--- src/rtl/lcd_write_ctrl.sv ---
// lcd_write_ctrl
//   Pops bytes from a show-ahead character FIFO and writes them to an
//   HD44780-compatible LCD over an 8-bit parallel bus, generating RS/E
//   setup, enable pulse and execution wait timing. Byte 0xFE escapes the
//   following byte so it is sent as a command (RS=0); all other bytes are
//   sent as character data (RS=1).
//
//   Optional feature macro: LCD_INIT_SEQ_EN
//     defined   - after reset, wait POWERUP_CYCLES, then send the init commands
//                 0x38, 0x0C, 0x01, 0x06 before serving the FIFO.
//     undefined - reset enters IDLE directly; software sends its own init
//                 commands through 0xFE escapes.
//
// Ports
//   clock          system clock
//   reset_n        asynchronous active-low reset
//   fifo_out       FIFO head byte, valid whenever fifo_empty=0
//   fifo_empty     FIFO holds no data
//   fifo_out_read  one-cycle pop strobe (combinational)
//   lcd_data       LCD DB7..DB0
//   lcd_rs         0=command, 1=data
//   lcd_rw         tied 0 (write only)
//   lcd_e          LCD enable strobe
//   busy           high in every state except IDLE

module lcd_write_ctrl #(
    parameter int E_PULSE_CYCLES = 25,
    parameter int EXEC_CYCLES    = 2000,
    parameter int CLEAR_CYCLES   = 82000,
    parameter int POWERUP_CYCLES = 2000000
) (
    input  logic       clock,
    input  logic       reset_n,
    input  logic [7:0] fifo_out,
    input  logic       fifo_empty,
    output logic       fifo_out_read,
    output logic [7:0] lcd_data,
    output logic       lcd_rs,
    output logic       lcd_rw,
    output logic       lcd_e,
    output logic       busy
);

    localparam int MAX_AB  = (E_PULSE_CYCLES > EXEC_CYCLES) ? E_PULSE_CYCLES : EXEC_CYCLES;
    localparam int MAX_CD  = (CLEAR_CYCLES > POWERUP_CYCLES) ? CLEAR_CYCLES : POWERUP_CYCLES;
    localparam int MAX_CYC = (MAX_AB > MAX_CD) ? MAX_AB : MAX_CD;
    localparam int CW      = $clog2(MAX_CYC) + 1;

    localparam logic [7:0] ESC_BYTE = 8'hFE;

`ifdef LCD_INIT_SEQ_EN
    typedef enum logic [2:0] {
        POWER_WAIT,
        INIT,
        IDLE,
        SETUP,
        PULSE,
        WAIT
    } state_t;

    localparam state_t        RESET_STATE = POWER_WAIT;
    localparam logic [CW-1:0] RESET_COUNT = CW'(POWERUP_CYCLES - 1);

    logic [1:0] init_idx;
    logic       init_done;

    function automatic logic [7:0] init_cmd(input logic [1:0] idx);
        case (idx)
            2'd0:    init_cmd = 8'h38;   // 8-bit bus, 2 lines, 5x8 font
            2'd1:    init_cmd = 8'h0C;   // display on, cursor off
            2'd2:    init_cmd = 8'h01;   // clear display
            default: init_cmd = 8'h06;   // entry mode: increment, no shift
        endcase
    endfunction
`else
    typedef enum logic [1:0] {
        IDLE,
        SETUP,
        PULSE,
        WAIT
    } state_t;

    localparam state_t        RESET_STATE = IDLE;
    localparam logic [CW-1:0] RESET_COUNT = '0;
`endif

    state_t        state;
    logic [CW-1:0] count;
    logic          esc_pending;
    logic          is_clear;

    // Pop only from IDLE with data present; reset_n gating keeps the strobe
    // low for the whole reset interval even though it is combinational.
    assign fifo_out_read = reset_n && (state == IDLE) && !fifo_empty;

    assign busy   = (state != IDLE);
    assign lcd_rw = 1'b0;

    // Clear display / return home need the long execution wait.
    assign is_clear = !lcd_rs && ((lcd_data == 8'h01) || (lcd_data == 8'h02));

    always_ff @(posedge clock or negedge reset_n) begin
        if (!reset_n) begin
            state       <= RESET_STATE;
            count       <= RESET_COUNT;
            lcd_data    <= '0;
            lcd_rs      <= 1'b0;
            lcd_e       <= 1'b0;
            esc_pending <= 1'b0;
`ifdef LCD_INIT_SEQ_EN
            init_idx    <= '0;
            init_done   <= 1'b0;
`endif
        end else begin
            case (state)
`ifdef LCD_INIT_SEQ_EN
                POWER_WAIT: begin
                    if (count == '0) begin
                        state <= INIT;
                    end else begin
                        count <= count - 1'b1;
                    end
                end

                INIT: begin
                    lcd_data <= init_cmd(init_idx);
                    lcd_rs   <= 1'b0;
                    state    <= SETUP;
                end
`endif
                IDLE: begin
                    if (fifo_out_read) begin
                        if (fifo_out == ESC_BYTE && !esc_pending) begin
                            esc_pending <= 1'b1;
                        end else begin
                            lcd_data    <= fifo_out;
                            lcd_rs      <= ~esc_pending;
                            esc_pending <= 1'b0;
                            state       <= SETUP;
                        end
                    end
                end

                SETUP: begin
                    lcd_e <= 1'b1;
                    count <= CW'(E_PULSE_CYCLES - 1);
                    state <= PULSE;
                end

                PULSE: begin
                    if (count == '0) begin
                        lcd_e <= 1'b0;
                        count <= is_clear ? CW'(CLEAR_CYCLES) : CW'(EXEC_CYCLES);
                        state <= WAIT;
                    end else begin
                        count <= count - 1'b1;
                    end
                end

                // Counts down to zero inclusive, so the bus stays idle for the
                // full execution time plus one turnaround cycle.
                WAIT: begin
                    if (count == '0) begin
`ifdef LCD_INIT_SEQ_EN
                        if (!init_done) begin
                            if (init_idx == 2'd3) begin
                                init_done <= 1'b1;
                                state     <= IDLE;
                            end else begin
                                init_idx <= init_idx + 2'd1;
                                state    <= INIT;
                            end
                        end else begin
                            state <= IDLE;
                        end
`else
                        state <= IDLE;
`endif
                    end else begin
                        count <= count - 1'b1;
                    end
                end

                default: state <= IDLE;
            endcase
        end
    end

endmodule
--- config.mk ---
export PLATFORM = sky130hd
export DESIGN_NAME = lcd_write_ctrl
export DESIGN_NICKNAME = d
export VERILOG_FILES = /design/src/rtl/lcd_write_ctrl.sv
export SDC_FILE = /design/constraint.sdc
export NUM_CORES = 1
export LEC_CHECK = 0
export CORE_UTILIZATION = 39
export DETAILED_ROUTE_END_ITERATION = 8
export PLACE_DENSITY = 0.66
export SYNTH_ARGS = -nofsm -noshare
export SYNTH_HDL_FRONTEND = slang
export SYNTH_SLANG_ARGS = --single-unit
--- constraint.sdc ---
create_clock -name clock -period 3.05 [get_ports clock]
set_clock_uncertainty 0.1 [all_clocks]
set_input_delay 0.4575 -clock clock [delete_from_list [all_inputs] [get_ports clock]]
set_output_delay 0.4575 -clock clock [all_outputs]
set_load 0.03 [all_outputs]
==> impl_metrics.yaml, run 1 <==
run_status:
  status: "finished clean"
timing:
  fin_hold_ws_ns: 0.162
  slew_headroom: 0.560
  fin_crit_ns: 2.72
  rsz0062_at_grt: "false"
  worst_slack_ns: 0.330
  setup_viol: 0
  min_period_over_period: 0.892
  achievable-frequency_mhz: 368
  worst_pin_slew_ns: 0.654
  finalHoldViolCount: 0
  slew_violations: 0
  setup_tns_ns: 0
grt:
  grt_first_pass_wirelength_mm: 8.11
  grt_max_degree: 36
  antenna_found_initial: 0
  grt_pass1_vias: 1682
  grt.total_usage: 0.196
  overflow: 0
clocking:
  post-cts-setup-buffers: 0
  clkLatencyLatePin_ns: 0.29
  root_buffer: "clkbuf_8"
  post_cts_resized: 0
  path_clk_slew_ns: 0.07
  cts_buffers: 5
  ctsHoldBuffers: 0
  clockBufferDepth: 2
  cts_tree: "yes"
  h-tree-depth: 2
  clock-sinks: 35
power:
  p_int_uw: 682
  ir_drop_uv: 225
  powerDensity_nw_per_um2: 355
  p_sw_uw: 183
  p_leak_nw: 1.04
  seqPwrFrac: 0.536
  fin_total_pwr_uw: 865
  pwr-share-clk: 0.432
  p_sw_frac: 0.212
  pwr-share-comb: 0.031
cells_and_area:
  nets: 261
  diodes: 0
  drive_above_1_share: 0.122
  fin_util: 0.503
  regArea_um2: 876
  layout.cells.non_filler: 312
  final_cell_area_um2: 2440
  fillers: 462
  multi_input_area_um2: 1070
  area_growth_pct: 20.4
  final_cell_mix: "dfrtp_1, clkdlybuf4s50_1, nor2_1"
  final_common_cell: "dfrtp_1"
drt:
  drt-met1-wl_mm: 2.39
  avgViaCountPerCell: 5.67
  met2_length_mm: 2.08
  drtIter0Drc: 88
  wl_per_cell_um: 15.4
  drcViolationCount: 0
  final_antenna_net_count: 0
  routed.top_layer: "met4"
  wl_met3_um: 256
  drt_pass1_iterations: 4
  vias: 1770
  drt_wl_total_mm: 4.80
floorplanning:
  dieArea_um2: 5490
  dieHeight_um: 74.1
  core_um2: 4850
  initial_utilization: 0.418
  rows: 25
  pin_count: 24
  fp.dieW_um: 74.1
hold_path:
  hp-class: "input pin to async pin"
logic_synthesis:
  netlist_area_um2: 2030
  synthArstFlopShare: 1.00
  synth_top_area_cell: "dfrtp_1"
  yosys_register_bits: 35
  yosysWarnings: 0
  synthFlopType: "dfrtp_1"
  synth_nets: 235
  ys_seq_area_frac: 0.432
  synthTopCellsByArea: "dfrtp_1, or4_1, mux2_2, ha_1, a21oi_1"
  synth-edff-count: 0
  ys_types: 49
  avgSynthCellArea_um2: 9.29
  netlist_instances: 218
  synth_top_cell_area_share: 0.432
placement:
  placed_cells_incl_taps: 304
  place_ws_ns: 0.476
  dpl.hpwl_mm: 3.49
  gp_congestion: 0.854
  place_area_um2: 2340
  port_buffers: 22
critical_path:
  cp-end-kind: "output port"
  cp.arrival_ns: 2.16
  path_max_fanout: 9
  start_kind: "flip-flop"
  worstPathRequired_ns: 2.49
  path_class: "flip-flop to output port"
job:
  max_cap_violations: 0
-- layout make-up --
class / instances / area share
Sequential cell: 35 / 0.359
Inverter: 11 / 0.0169
Tap cell: 67 / 0.0344
Timing Repair Buffer: 29 / 0.110
Multi-Input combinational cell: 162 / 0.439
Clock buffer: 8 / 0.0410
-- worst max-delay path: stages, from the launching register on --
cell and delay (ns):
dfrtp_1 0.40, inv_1 0.10, ha_1 0.34, and3b_1 0.32, clkdlybuf4s50_1 0.72
-- power by group through the flow --
stage / Clock, mW / Sequential (mW) / Combinational, mW
after floorplan: 0 / 0.473 / 0.00382
after global placement: 0 / 0.473 / 0.0279
after detailed placement: 0 / 0.473 / 0.0283
after CTS: 0.380 / 0.464 / 0.0281
after global routing: 0.397 / 0.464 / 0.0306
final: 0.374 / 0.464 / 0.0273
-- registers in the layout, summed over array words and instances, names as in the netlist --
register and flops:
state 2, lcd_data 8, count 22, lcd_rs 1, lcd_e 1, esc_pending 1
-- synthesized netlist by cell type, types with 2 or more instances --
library cell,instances
dfrtp_1,35
nor2_1,17
or4_1,14
a21oi_1,13
o21ai_0,13
inv_1,11
nand2_1,10
or3_1,10
nand3_1,9
nor3_1,9
mux2_2,8
clkbuf_1,6
ha_1,6
and3_1,4
nor4_1,4
xor2_1,4
a211oi_1,3
nand4_1,3
o211ai_1,3
o31ai_1,3
a221oi_1,2
and4_1,2
buf_2,2
nor2b_1,2
-- final timing paths --
kind | from | endpoint | slack (ns) | cells past startpoint
worst min-delay path | reset_n | count[15]$_DFFE_PN0P_ | 0.16 | 2
max in group asynchronous | reset_n | lcd_data[6]$_DFFE_PN0P_ | 2.34 | 2
worst max-delay path | state[0]$_DFFE_PN0P_ | fifo_out_read | 0.33 | 4
min in group clock | esc_pending$_DFFE_PN0P_ | lcd_rs$_DFFE_PN0P_ | 0.41 | 1
worst min register to register | esc_pending$_DFFE_PN0P_ | lcd_rs$_DFFE_PN0P_ | 0.41 | 1
worst max register to register | count[9]$_DFFE_PN0P_ | count[13]$_DFFE_PN0P_ | 0.45 | 5
-- routing by layer --
metal	up-vias	track usage
li1	868	-
met1	849	0.278
met2	46	0.294
met3	7	0.0474
met4	0	0.0620
met5	-	0
-- logic make-up (layout without fill, tap and decap cells) --
kind of cell,Yosys count,after routing,share of synthesized area
AO/OA/AOI/OAI,51,51,0.166
XOR/XNOR,4,4,0.0173
adder cells (fa/ha/maj),6,6,0.0371
buffers and inverters,21,48,0.0426
flip-flops,35,35,0.432
multiplexers,9,9,0.0494
other,1,1,0.00185
AND/OR/NAND/NOR,91,91,0.254
Note: power is estimated with default switching activity, not from simulation.
==> run 2, diff against run 1 <==
DONT_BUFFER_PORTS = 1   (was default)
PLACE_DENSITY = 0.6   (was 0.66)
SKIP_CTS_REPAIR_TIMING = 1   (was default)
==> impl_metrics.yaml, run 2 (same netlist as run 1, synthesis figures left out) <==
floorplanning:
  pin_count: 24
  rows: 25
  dieHeight_um: 74.1
  fp.dieW_um: 74.1
  initial_utilization: 0.418
  core_um2: 4850
  dieArea_um2: 5490
drt:
  drcViolationCount: 0
  drtIter0Drc: 131
  drt_pass1_iterations: 5
  final_antenna_net_count: 0
  wl_per_cell_um: 16.1
  vias: 1689
  drt_wl_total_mm: 4.66
  avgViaCountPerCell: 5.82
critical_path:
  worstPathRequired_ns: 3.16
  reg2regPathDepth: 5
  cp.depth: 5
  r2r-start: "count[9]$_DFFE_PN0P_"
  cp_slowest_stage_delay_ns: 0.66
  cp-end-kind: "flip-flop"
  crit_chain: "or4_1 > or4_1 > or3_1 > or3_1 > a21oi_1"
  crit_slowest_cell: "or4_1"
  crit_start: "count[9]$_DFFE_PN0P_"
  cp.arrival_ns: 2.71
  cpLargestDelayFamily: "simple AND/OR/NAND/NOR gates"
  setup.worst_path.end: "count[15]$_DFFE_PN0P_"
  r2r_end: "count[15]$_DFFE_PN0P_"
  start_kind: "flip-flop"
  path_max_fanout: 7
  reg2reg_slack_ns: 0.46
  path_buf_inv: 0
  path_class: "flip-flop to flip-flop"
cells_and_area:
  final_cell_mix: "dfrtp_1, nor2_1, or4_1"
  regArea_um2: 876
  fillers: 472
  fin_util: 0.458
  multi_input_area_um2: 1070
  drive_above_1_share: 0.121
  reg.largest.list: "count x22, lcd_data x8, state x2"
  regMostFlops: "count"
  nets: 239
  final_common_cell: "dfrtp_1"
  largest_reg_flops: 22
  area_growth_pct: 9.64
  diodes: 0
grt:
  grt_max_degree: 37
  antenna_found_initial: 0
  grt_first_pass_wirelength_mm: 7.53
  overflow: 0
  grt.total_usage: 0.184
  grt_pass1_vias: 1548
timing:
  setup_tns_ns: 0
  min_period_over_period: 0.850
  setup_viol: 0
  achievable-frequency_mhz: 386
  fin_crit_ns: 2.59
  worst_slack_ns: 0.458
  rsz0062_at_grt: "false"
  finalHoldViolCount: 0
  worst_pin_slew_ns: 1.14
  slew_headroom: 0.234
  fin_hold_ws_ns: 0.182
  slew_violations: 0
clocking:
  h-tree-depth: 2
  cts_tree: "yes"
  clock-sinks: 35
  clkLatencyLatePin_ns: 0.29
  cts_buffers: 5
  root_buffer: "clkbuf_8"
  path_clk_slew_ns: 0.07
  clockBufferDepth: 2
power:
  p_leak_nw: 0.959
  powerDensity_nw_per_um2: 362
  ir_drop_uv: 193
  fin_total_pwr_uw: 803
hold_path:
  whs_path_depth: 2
  hp-class: "input pin to flip-flop"
run_status:
  status: "finished clean"
job:
  max_cap_violations: 0
placement:
  dpl.hpwl_mm: 3.34
  place_ws_ns: 0.477
  gp_congestion: 0.858
  port_buffers: 0
-- run 2: changes by cell type in the layout (fill, tap and decap cells not counted), sizes merged --
cell	before	now
clkdlybuf4s50	21	0
buf	8	6
clkinv	0	1
clkbuf	8	7
dlygate4sd3	0	1
-- run 2: through the flow --
step | instances | instance area [um2]
floorplan | 218 | 2030
finish | 290 | 2220
global route | 290 | 2220
detailed placement | 280 | 2110
global placement | 280 | 2110
CTS | 288 | 2190
-- run 2: worst min path at each step --
| stage | from | slack, ns | end |
|---|---|---|---|
| after global placement | reset_n | 0.06 | count[13]$_DFFE_PN0P_ |
| after CTS | reset_n | -0.25 | count[13]$_DFFE_PN0P_ |
| after floorplan | reset_n | 0.06 | count[0]$_DFFE_PN0P_ |
| after global routing | fifo_out[0] | 0.17 | lcd_data[0]$_DFFE_PN0P_ |
| after detailed placement | reset_n | 0.06 | count[13]$_DFFE_PN0P_ |
| final | fifo_out[0] | 0.18 | lcd_data[0]$_DFFE_PN0P_ |
-- run 2: final cells by class --
cell class | count | share of cell area
multi-input cells | 162 | 0.482
clock buffers | 7 | 0.0344
repair buffers | 7 | 0.0304
inverters | 11 | 0.0186
flip-flops and latches | 35 | 0.394
clock inverters | 1 | 0.00225
well taps | 67 | 0.0377
-- run 2: report_power, final --
group | internal [mW] | switching (mW)
clock network | 0.160 | 0.163
logic | 0.00440 | 0.0120
registers | 0.464 | 0
total | 0.629 | 0.175
-- run 2: layer usage --
layer	GRT usage	wire, um	share of wire	vias up
li1	-	-	-	837
met1	0.262	2290	0.49	809
met2	0.261	2040	0.44	38
met3	0.0528	277	0.059	5
met4	0.0791	57	0.012	0
met5	0	0	0	-
==> run 3, diff against run 2 <==
PLACE_DENSITY = 0.62   (was 0.6)
clock period = 2.1 ns   (was 3.05 ns; I/O delays follow)
==> impl_metrics.yaml, run 3 (same netlist as run 1, synthesis figures left out) <==
run_status:
  status: "finished, violations left"
  violations: "setup timing"
drt:
  wl_per_cell_um: 16.8
  avgViaCountPerCell: 5.69
  drt_pass1_iterations: 5
  drt_wl_total_mm: 5.75
  vias: 1945
  drtIter0Drc: 95
  final_antenna_net_count: 0
  drcViolationCount: 0
power:
  ir_drop_uv: 290
  p_leak_nw: 1.25
  powerDensity_nw_per_um2: 410
cells_and_area:
  largest_reg_flops: 22
  multi_input_area_um2: 1260
  nets: 291
  regArea_um2: 876
  drive_above_1_share: 0.425
  final_cell_mix: "buf_4, dfrtp_1, nor2_1"
  diodes: 0
  final_common_cell: "buf_4"
  fillers: 399
  regMostFlops: "count"
  reg.largest.list: "count x22, lcd_data x8, state x2"
  final_cell_area_um2: 2840
  area_growth_pct: 40.0
critical_path:
  cpLargestDelayFamily: "simple AND/OR/NAND/NOR gates"
  reg2reg_slack_ns: -0.32
  start_kind: "flip-flop"
  path_class: "flip-flop to flip-flop"
  cp-end-kind: "flip-flop"
  critPathMostFrequentCell: "or4_4"
  cp_slowest_stage_delay_ns: 0.55
  crit_chain: "or4_4 > or4_4 > or3_4 > or3_1 > a21oi_1"
  worstPathRequired_ns: 2.21
  cp.arrival_ns: 2.53
  crit_slowest_cell: "or4_4"
  path_max_fanout: 2
  path_buf_inv: 0
grt:
  grt.total_usage: 0.206
  overflow: 0
  grt_first_pass_wirelength_mm: 8.50
  antenna_found_initial: 0
  grt_pass1_vias: 1820
  grt_max_degree: 37
placement:
  place_area_um2: 2480
  dpl.hpwl_mm: 3.97
  port_buffers: 0
  gp_congestion: 0.880
floorplanning:
  core_um2: 4850
  rows: 25
  initial_utilization: 0.418
  dieArea_um2: 5490
  dieHeight_um: 74.1
  pin_count: 24
  fp.dieW_um: 74.1
timing:
  rsz0062_at_grt: "true"
  min_period_over_period: 1.15
  setup_viol: 24
  slew_violations: 0
  setup_tns_ns: -5.04
  worst_slack_ns: -0.317
  finalHoldViolCount: 0
  achievable-frequency_mhz: 414
  fin_crit_ns: 2.42
clocking:
  clkLatencyLatePin_ns: 0.29
  clock-sinks: 35
  root_buffer: "clkbuf_8"
  cts_tree: "yes"
  cts_buffers: 5
  path_clk_slew_ns: 0.07
  clockBufferDepth: 2
  h-tree-depth: 2
hold_path:
  hp-class: "input pin to flip-flop"
job:
  max_cap_violations: 0
-- run 3: cell count changes in the layout (fill, tap and decap cells not counted), moves of 3 or more --
cell / change
o21ai_1: +3
or4_1: -5
buf_4: +44
a21oi_1: -8
a21oi_2: +8
nor2_1: -4
or4_4: +5
a211oi_1: -3
nor2_2: +4
o21ai_0: -5
buf_6: +8
-- run 3: metal layers --
metal  routed length, um  share of wire  up-vias  track usage
li1                    -              -      929            -
met1                2520           0.44      949        0.276
met2                2860           0.50       57        0.327
met3                 291          0.051       10       0.0474
met4                  81          0.014        0       0.0684
met5                   0              0        -            0
-- run 3: final timing paths --
kind,to,depth (start not counted),startpoint
worst min register to register,lcd_rs$_DFFE_PN0P_,1,esc_pending$_DFFE_PN0P_
min in group asynchronous,count[12]$_DFFE_PN0P_,2,reset_n
worst max register to register,count[13]$_DFFE_PN0P_,5,count[7]$_DFFE_PN0P_
worst min-delay path,lcd_data[0]$_DFFE_PN0P_,2,fifo_out[0]
max in group asynchronous,count[3]$_DFFE_PN0P_,2,reset_n
worst max-delay path,count[13]$_DFFE_PN0P_,5,count[7]$_DFFE_PN0P_
-- run 3: stage by stage --
| step | utilization | power [mW] | hold WS [ns] | instances | setup slack [ns] |
|---|---|---|---|---|---|
| after floorplan | - | 0.692 | -0.0806 | 218 | -0.336 |
| after global placement | 0.512 | 0.692 | -0.0792 | 327 | -0.276 |
| after detailed placement | 0.512 | 0.692 | -0.0792 | 327 | -0.296 |
| after CTS | 0.529 | 1.15 | -0.384 | 335 | -0.309 |
| after global routing | 0.585 | 1.20 | 0.0548 | 342 | -0.382 |
| final | 0.585 | 1.16 | 0.0441 | 342 | -0.317 |
-- run 3: area by class of cell --
type / instances / area share
clock inverter: 1 / 0.00177
clock buffer: 7 / 0.0269
inverter: 11 / 0.0146
timing repair buffer: 59 / 0.172
tap: 67 / 0.0296
sequential: 35 / 0.309
multi-input combinational: 162 / 0.446
-- run 3: power by group --
part           switching [mW]  total [mW]  leakage [nW]  internal, mW
Combinational          0.0172      0.0236         0.766       0.00640
Sequential                  0       0.674         0.437         0.674
Clock                   0.234       0.466        0.0422         0.233
